===== src/rtl/vgachargen_pkg.sv =====
// vgachargen_pkg
//   Shared types and constants for the vgachargen memory interface.
//   - Memory port widths for the character map, colour map and glyph table.
//   - APB address field positions used by the address decoder.
//   - Region and FSM state enumerations.
//   - Byte-lane merge helper for read-modify-write updates.
package vgachargen_pkg;

   localparam int CH_MAP_ADDR_WIDTH  = 12;
   localparam int CH_MAP_DATA_WIDTH  = 8;
   localparam int COL_MAP_ADDR_WIDTH = 12;
   localparam int COL_MAP_DATA_WIDTH = 8;
   localparam int CH_T_ADDR_WIDTH    = 7;
   localparam int CH_T_DATA_WIDTH    = 128;

   // 80 columns x 30 rows of text
   localparam int CH_MAP_ENTRIES_DEF = 2400;

   // PADDR field positions
   localparam int REGION_MSB    = 15;
   localparam int REGION_LSB    = 14;
   localparam int MAP_IDX_MSB   = 13;
   localparam int MAP_IDX_LSB   = 2;
   localparam int GLYPH_PAD_MSB = 13;
   localparam int GLYPH_PAD_LSB = 11;
   localparam int GLYPH_MSB     = 10;
   localparam int GLYPH_LSB     = 4;
   localparam int WORD_MSB      = 3;
   localparam int WORD_LSB      = 2;

   typedef enum logic [1:0] {
      REG_CH_MAP  = 2'b00,
      REG_COL_MAP = 2'b01,
      REG_CH_T_RW = 2'b10,
      REG_RSVD    = 2'b11
   } region_e;

   typedef enum logic [2:0] {
      ST_IDLE  = 3'd0,
      ST_REQ   = 3'd1,
      ST_LATCH = 3'd2,
      ST_WRITE = 3'd3,
      ST_RESP  = 3'd4
   } apb_mem_state_e;

   // Replace the strobed byte lanes of old_word with those of new_word.
   function automatic logic [31:0] merge_bytes(input logic [31:0] old_word,
                                               input logic [31:0] new_word,
                                               input logic [3:0]  strb);
      logic [31:0] res;
      res = old_word;
      for (int b = 0; b < 4; b++) begin
         if (strb[b]) res[b*8 +: 8] = new_word[b*8 +: 8];
      end
      return res;
   endfunction

endpackage


===== src/rtl/vgachargen_addr_decode.sv =====
// vgachargen_addr_decode
//   Combinational decode of the low 16 bits of an APB byte address into a
//   memory region, map index, glyph index, glyph word and an error flag.
// Ports:
//   paddr  in  16  byte address
//   region out 2   selected memory region
//   index  out 12  character/colour map entry index
//   glyph  out 7   glyph table entry
//   word   out 2   32-bit word inside a 128-bit glyph
//   err    out 1   reserved region, map index out of range, or glyph padding set
module vgachargen_addr_decode
   import vgachargen_pkg::*;
#(
   parameter int CH_MAP_ENTRIES = CH_MAP_ENTRIES_DEF
) (
   input  logic [15:0]                  paddr,
   output region_e                      region,
   output logic [CH_MAP_ADDR_WIDTH-1:0] index,
   output logic [CH_T_ADDR_WIDTH-1:0]   glyph,
   output logic [1:0]                   word,
   output logic                         err
);

   // Byte offset inside a 32-bit word carries no information.
   logic unused_lsb;
   assign unused_lsb = ^paddr[1:0];

   always_comb begin
      region = region_e'(paddr[REGION_MSB:REGION_LSB]);
      index  = paddr[MAP_IDX_MSB:MAP_IDX_LSB];
      glyph  = paddr[GLYPH_MSB:GLYPH_LSB];
      word   = paddr[WORD_MSB:WORD_LSB];
      err    = 1'b0;
      case (region)
         REG_CH_MAP,
         REG_COL_MAP: err = (32'(index) >= 32'(CH_MAP_ENTRIES));
         REG_CH_T_RW: err = (paddr[GLYPH_PAD_MSB:GLYPH_PAD_LSB] != 3'd0);
         default:     err = 1'b1;
      endcase
   end

endmodule


===== src/rtl/vgachargen_apb_mem_if.sv =====
// vgachargen_apb_mem_if
//   APB4 completer for the bus-side port A of the character map, colour map
//   and glyph table. Every write is a read-modify-write so byte strobes merge
//   into the narrow map entries or the 128-bit glyph rows.
// Ports:
//   clk_i, arstn_i           clock, asynchronous active-low reset
//   psel_i .. pstrb_i        APB request
//   pready_o, prdata_o,
//   pslverr_o                APB response
//   ch_map_*                 character map port A (1-cycle read latency)
//   col_map_*                colour map port A (1-cycle read latency)
//   ch_t_rw_*                glyph table port A (1-cycle read latency)
module vgachargen_apb_mem_if
   import vgachargen_pkg::*;
#(
   parameter int APB_ADDR_WIDTH = 16,
   parameter int CH_MAP_ENTRIES = CH_MAP_ENTRIES_DEF
) (
   input  logic                          clk_i,
   input  logic                          arstn_i,
   input  logic                          psel_i,
   input  logic                          penable_i,
   input  logic                          pwrite_i,
   input  logic [APB_ADDR_WIDTH-1:0]     paddr_i,
   input  logic [31:0]                   pwdata_i,
   input  logic [3:0]                    pstrb_i,
   output logic                          pready_o,
   output logic [31:0]                   prdata_o,
   output logic                          pslverr_o,
   output logic [CH_MAP_ADDR_WIDTH-1:0]  ch_map_addr_o,
   output logic [CH_MAP_DATA_WIDTH-1:0]  ch_map_data_o,
   output logic                          ch_map_wen_o,
   input  logic [CH_MAP_DATA_WIDTH-1:0]  ch_map_data_i,
   output logic [COL_MAP_ADDR_WIDTH-1:0] col_map_addr_o,
   output logic [COL_MAP_DATA_WIDTH-1:0] col_map_data_o,
   output logic                          col_map_wen_o,
   input  logic [COL_MAP_DATA_WIDTH-1:0] col_map_data_i,
   output logic [CH_T_ADDR_WIDTH-1:0]    ch_t_rw_addr_o,
   output logic [CH_T_DATA_WIDTH-1:0]    ch_t_rw_data_o,
   output logic                          ch_t_rw_wen_o,
   input  logic [CH_T_DATA_WIDTH-1:0]    ch_t_rw_data_i
);

   apb_mem_state_e state, state_next;

   // Latched transfer
   logic                       wr_ff;
   logic                       err_ff;
   region_e                    region_ff;
   logic [1:0]                 word_ff;
   logic [31:0]                wdata_ff;
   logic [3:0]                 strb_ff;
   logic [CH_T_DATA_WIDTH-1:0] rdata_ff;

   // Decode of the live bus address, used in IDLE
   region_e                      dec_region;
   logic [CH_MAP_ADDR_WIDTH-1:0] dec_index;
   logic [CH_T_ADDR_WIDTH-1:0]   dec_glyph;
   logic [1:0]                   dec_word;
   logic                         dec_err;

   // Bits above the 64 KiB window are ignored.
   logic unused_paddr;
   assign unused_paddr = ^paddr_i;

   vgachargen_addr_decode #(
      .CH_MAP_ENTRIES (CH_MAP_ENTRIES)
   ) u_addr_decode (
      .paddr  (paddr_i[15:0]),
      .region (dec_region),
      .index  (dec_index),
      .glyph  (dec_glyph),
      .word   (dec_word),
      .err    (dec_err)
   );

   wire start = (state == ST_IDLE) && psel_i;

   // State register
   always_ff @(posedge clk_i or negedge arstn_i) begin
      if (!arstn_i) state <= ST_IDLE;
      else          state <= state_next;
   end

   // Next state; once started the transfer runs to completion regardless of psel_i.
   always_comb begin
      state_next = state;
      case (state)
         ST_IDLE:  if (psel_i) state_next = ST_REQ;
         ST_REQ:   state_next = err_ff ? ST_RESP : ST_LATCH;
         ST_LATCH: state_next = wr_ff ? ST_WRITE : ST_RESP;
         ST_WRITE: state_next = ST_RESP;
         ST_RESP:  state_next = ST_IDLE;
         default:  state_next = ST_IDLE;
      endcase
   end

   // APB response, derived from state so reset clears it immediately.
   always_comb begin
      pready_o  = (state == ST_RESP);
      pslverr_o = (state == ST_RESP) && err_ff;
      prdata_o  = 32'd0;
      if ((state == ST_RESP) && !err_ff && !wr_ff) begin
         if (region_ff == REG_CH_T_RW) prdata_o = rdata_ff[{word_ff, 5'b0} +: 32];
         else                          prdata_o = {24'd0, rdata_ff[CH_MAP_DATA_WIDTH-1:0]};
      end
   end

   // Transfer control captured at the start of a transfer
   always_ff @(posedge clk_i or negedge arstn_i) begin
      if (!arstn_i) begin
         wr_ff     <= 1'b0;
         err_ff    <= 1'b0;
         region_ff <= REG_CH_MAP;
      end else if (start) begin
         wr_ff     <= pwrite_i;
         err_ff    <= dec_err;
         region_ff <= dec_region;
      end
   end

   // Transfer payload and captured read data
   always_ff @(posedge clk_i) begin
      if (start) begin
         word_ff  <= dec_word;
         wdata_ff <= pwdata_i;
         strb_ff  <= pstrb_i;
      end
      if (state == ST_LATCH) begin
         case (region_ff)
            REG_CH_MAP:  rdata_ff <= CH_T_DATA_WIDTH'(ch_map_data_i);
            REG_COL_MAP: rdata_ff <= CH_T_DATA_WIDTH'(col_map_data_i);
            default:     rdata_ff <= ch_t_rw_data_i;
         endcase
      end
   end

   // Merged write data, built from the read data arriving in LATCH
   logic [CH_MAP_DATA_WIDTH-1:0]  ch_merged;
   logic [COL_MAP_DATA_WIDTH-1:0] col_merged;
   logic [CH_T_DATA_WIDTH-1:0]    glyph_merged;

   always_comb begin
      ch_merged    = strb_ff[0] ? wdata_ff[CH_MAP_DATA_WIDTH-1:0] : ch_map_data_i;
      col_merged   = strb_ff[0] ? wdata_ff[COL_MAP_DATA_WIDTH-1:0] : col_map_data_i;
      glyph_merged = ch_t_rw_data_i;
      glyph_merged[{word_ff, 5'b0} +: 32] =
         merge_bytes(ch_t_rw_data_i[{word_ff, 5'b0} +: 32], wdata_ff, strb_ff);
   end

   // Memory port A drive. The address is registered on the setup edge so the
   // 1-cycle read data is available in LATCH. Write enables are registered so
   // the asynchronous reset removes an in-flight write at once.
   wire do_write = (state == ST_LATCH) && wr_ff;

   always_ff @(posedge clk_i or negedge arstn_i) begin
      if (!arstn_i) begin
         ch_map_addr_o  <= '0;
         ch_map_data_o  <= '0;
         ch_map_wen_o   <= 1'b0;
         col_map_addr_o <= '0;
         col_map_data_o <= '0;
         col_map_wen_o  <= 1'b0;
         ch_t_rw_addr_o <= '0;
         ch_t_rw_data_o <= '0;
         ch_t_rw_wen_o  <= 1'b0;
      end else begin
         ch_map_wen_o  <= 1'b0;
         col_map_wen_o <= 1'b0;
         ch_t_rw_wen_o <= 1'b0;
         if (start && !dec_err) begin
            case (dec_region)
               REG_CH_MAP:  ch_map_addr_o  <= dec_index;
               REG_COL_MAP: col_map_addr_o <= dec_index;
               REG_CH_T_RW: ch_t_rw_addr_o <= dec_glyph;
               default: ;
            endcase
         end
         if (do_write) begin
            case (region_ff)
               REG_CH_MAP: begin
                  ch_map_data_o <= ch_merged;
                  ch_map_wen_o  <= 1'b1;
               end
               REG_COL_MAP: begin
                  col_map_data_o <= col_merged;
                  col_map_wen_o  <= 1'b1;
               end
               REG_CH_T_RW: begin
                  ch_t_rw_data_o <= glyph_merged;
                  ch_t_rw_wen_o  <= 1'b1;
               end
               default: ;
            endcase
         end
      end
   end

endmodule

===== config.mk =====
export PLATFORM = sky130hd
export DESIGN_NAME = vgachargen_apb_mem_if
export DESIGN_NICKNAME = d
export VERILOG_FILES = /design/src/rtl/vgachargen_pkg.sv /design/src/rtl/vgachargen_addr_decode.sv /design/src/rtl/vgachargen_apb_mem_if.sv
export SDC_FILE = /design/constraint.sdc
export NUM_CORES = 1
export LEC_CHECK = 0
export CAP_MARGIN = 40
export CORE_UTILIZATION = 50
export DETAILED_ROUTE_END_ITERATION = 7
export HOLD_SLACK_MARGIN = 0.03
export PLACE_DENSITY = 0.81
export RECOVER_POWER = 100
export SLEW_MARGIN = 10
export SYNTH_ARGS = -nofsm -noshare
export SYNTH_HDL_FRONTEND = slang
export SYNTH_SLANG_ARGS = --single-unit

===== constraint.sdc =====
create_clock -name clk_i -period 33.4 [get_ports clk_i]
set_input_delay 3.34 -clock clk_i [delete_from_list [all_inputs] [get_ports clk_i]]
set_output_delay 3.34 -clock clk_i [all_outputs]
set_load 0.03 [all_outputs]

==> results.yml <==
yosys:
  avgSynthCellArea_um2: 12.8
  syn_area_um2: 17000
  ys_seq_area_frac: 0.564
  ys_top_cells_by_area: "edfxtp_1 (29%), dfrtp_1 (27%), mux4_2 (5.4%)"
  async_reset_ff_frac: 0.527
  synthMostInstantiatedCell: "dfrtp_1"
  ys_warn_count: 0
  synth_fp_nets: 1538
  syn_inst: 1332
  yosys.area.top_type: "edfxtp_1"
  synth-seq-cells: 351
  synth_cell_types: 45
  synth_top_area_frac: 0.292
  synth_flop_cell: "dfrtp_1"
  synth_common_cells: "dfrtp_1 (185), edfxtp_1 (166), and2_1 (145)"
  synth_edf_count: 166
grt:
  antenna_found_initial: 11
  grt_max_degree: 86
  track_usage: 0.295
  grt_pass1_vias: 13505
  grt_use_met1: 0.394
  grt_pass1_wl_um: 78900
  use_met3: 0.0442
  grt_overflow: 0
  met2_usage: 0.485
  grt-busiest-layer: "met2"
finish:
  drive_gt1_frac: 0.110
  nets: 1920
  fin_util: 0.678
  area_growth_pct: 33.3
  seq_area_um2: 9610
  multi_input_area_um2: 6570
  fillers: 2413
power_and_ir_drop:
  p_sw_frac: 0.363
  clockPowerShare: 0.248
  p_seq_frac: 0.382
  p_comb_frac: 0.370
  p_sw_mw: 0.619
  p_leak_nw: 9.02
  power_density_nw_per_um2: 75.2
  intPower_mw: 1.09
  ir_worst_vdd_mv: 0.0621
drt:
  wirelength_um: 51400
  vias: 13049
  ant_nets: 0
  drc_errors: 0
  vias_per_cell: 5.93
  firstDrtPassIters: 6
  wl_per_cell_um: 23.4
  drtIter0Drc: 1070
timing:
  report.final.setup_viol: 0
  rsz0062_at_grt: "false"
  fmax_ghz: 0.104
  post-route-period-util: 0.287
  skew_ps: 14.3
  relSlewSlack: -2.31
  post-route-min-period_ps: 9590
  finalHoldViolations: 0
  finalSetupTns_ps: 0
  worst_pin_slew_ps: 4960
  maxSlewViolCount: 482
min_path:
  min_path_cells: 1
  hp-start: "ch_t_rw_data_o[119]$_DFFE_PN0P_"
  hold_path_class: "register to register"
worst_setup_path:
  worstPathRequired_ps: 33500
  critPathLaunchType: "register"
  critPathMaxFanout: 77
  cp.arrival_ps: 9680
  rr_worst_depth: 6
  cp-startpoint: "region_ff[1]$_DFFE_PN0P_"
  r2r_start: "region_ff[1]$_DFFE_PN0P_"
  endpoint_kind: "register"
  critical_path_class: "register to register"
clocking:
  cts_hold_buf: 0
  clockBufferDepth: 3
  cts-resized-gates: 0
  path_clk_slew_ps: 60
  htreeDepth: 2
  cts_sinks: 351
  worstSkewPairLatency_ps: 520
  cts_tree: "done"
  cts_setup_buffers: 0
  cts_buffers: 39
  cts_root_buffer: "clkbuf_16"
place:
  dp_hpwl_um: 34400
  place_congestion: 0.863
  portBuffers: 409
floorplanning:
  chipWidth_um: 187
  num_rows: 67
  io_pins: 413
  start_util: 0.508
  die_h_um: 187
  core_um2: 33500
  dieArea_um2: 34800
run_status:
  violations: "max-capacitance violations, max-slew violations"
  status: "complete, but fails checks"
flow_run:
  drv_cap: 10
per-layer routing:
| metal | part of all wire | wire length, um |
|---|---|---|
| met1 | 0.39 | 20300 |
| met2 | 0.49 | 25200 |
| met3 | 0.079 | 4080 |
| met4 | 0.036 | 1860 |
| met5 | 0.00054 | 28 |
power by group through the flow:
stage	sequential (mW)	clock [mW]	combinational (mW)
finish	0.653	0.424	0.631
detailed placement	0.660	0	0.666
floorplan	0.776	0	0.283
global placement	0.654	0	0.644
CTS	0.653	0.429	0.669
global route	0.665	0.446	0.664
area by class of cell:
cell class / count / share of cell area
sequential: 351 / 0.423
multi-input combinational: 781 / 0.289
timing repair buffer: 439 / 0.190
clock buffer: 63 / 0.0514
tap: 448 / 0.0247
inverter: 102 / 0.0169
clock inverter: 7 / 0.00374
antenna: 10 / 0.00110
worst max-delay path, cell delays in order (launching register included):
cell	delay, ps
dfrtp_1	1310
nor2b_1	1040
clkbuf_1	890
nand2_1	610
clkinvlp_2	1370
clkbuf_1	1010
clkbuf_1	2830
placed cells by master, fill, tap and decap left out, types with 5 or more instances in the layout:
master           synthesis  layout
nand2_1                 12      12
clkbuf_8                 0       6
o21ai_0                 65      65
o21a_1                  98      98
o31ai_1                 24      24
inv_1                  101     101
and2_1                 145     144
a21oi_1                 29      29
buf_4                    8      13
o22ai_1                112     112
and3_1                  25      25
mux4_1                   7       7
dlygate4sd3_1            0     378
diode_2                  0      10
mux2_2                  42      42
clkbuf_1                52      30
mux4_2                  41      41
edfxtp_1               166     166
nor2_1                  44      44
clkbuf_16                0      41
clkinv_2                 0       5
mux2i_1                 40      40
nor2b_1                 33      33
clkdlybuf4s50_1          0      30
a211oi_1                 9       9
dfrtp_1                185     185
a2111oi_4               23      23
per-stage QoR:
step	hold slack [ps]	area [um^2]	power (mW)	setup WS, ps	instances
floorplan	516	17000	1.06	22790	1332
global placement	474	21400	1.30	26940	2110
detailed placement	479	21600	1.33	26900	2120
CTS	492	22900	1.75	26340	2190
global route	501	22700	1.78	23080	2198
finish	483	22700	1.71	23810	2201
cell families (layout without fill, tap and decap cells):
kind of cell             count (synthesis)  after routing  share of synthesized area
AO/OA/AOI/OAI                          363            363                      0.166
flip-flops                             351            351                      0.564
AND/OR/NAND/NOR                        283            283                     0.0987
buffers and inverters                  200            611                     0.0517
multiplexers                           130            130                      0.116
adder cells (fa/ha/maj)                  5              5                    0.00367
other                                    0             10                          0
flip-flops by register name, indices dropped and copies added (netlist names), 2 cells and up:
name and count:
ch_t_rw_addr_o 7, word_ff 2, region_ff 2, ch_map_addr_o 12
rdata_ff 128, state 3, col_map_data_o 8, col_map_addr_o 12
ch_map_data_o 8, strb_ff 4, wdata_ff 32, ch_t_rw_data_o 128
worst paths after layout:
| path | endpoint | slack, ps |
|---|---|---|
| worst max register to register | ch_t_rw_wen_o$_DFF_PN0_ | 23810 |
| max in group asynchronous | col_map_data_o[4]$_DFFE_PN0P_ | 24820 |
| worst min-delay path | ch_t_rw_data_o[119]$_DFFE_PN0P_ | 480 |
| min in group asynchronous | ch_t_rw_data_o[87]$_DFFE_PN0P_ | 3150 |
| worst min register to register | ch_t_rw_data_o[119]$_DFFE_PN0P_ | 480 |
| worst max-delay path | ch_t_rw_wen_o$_DFF_PN0_ | 23810 |
No activity file was read; power rests on OpenSTA's default activity.
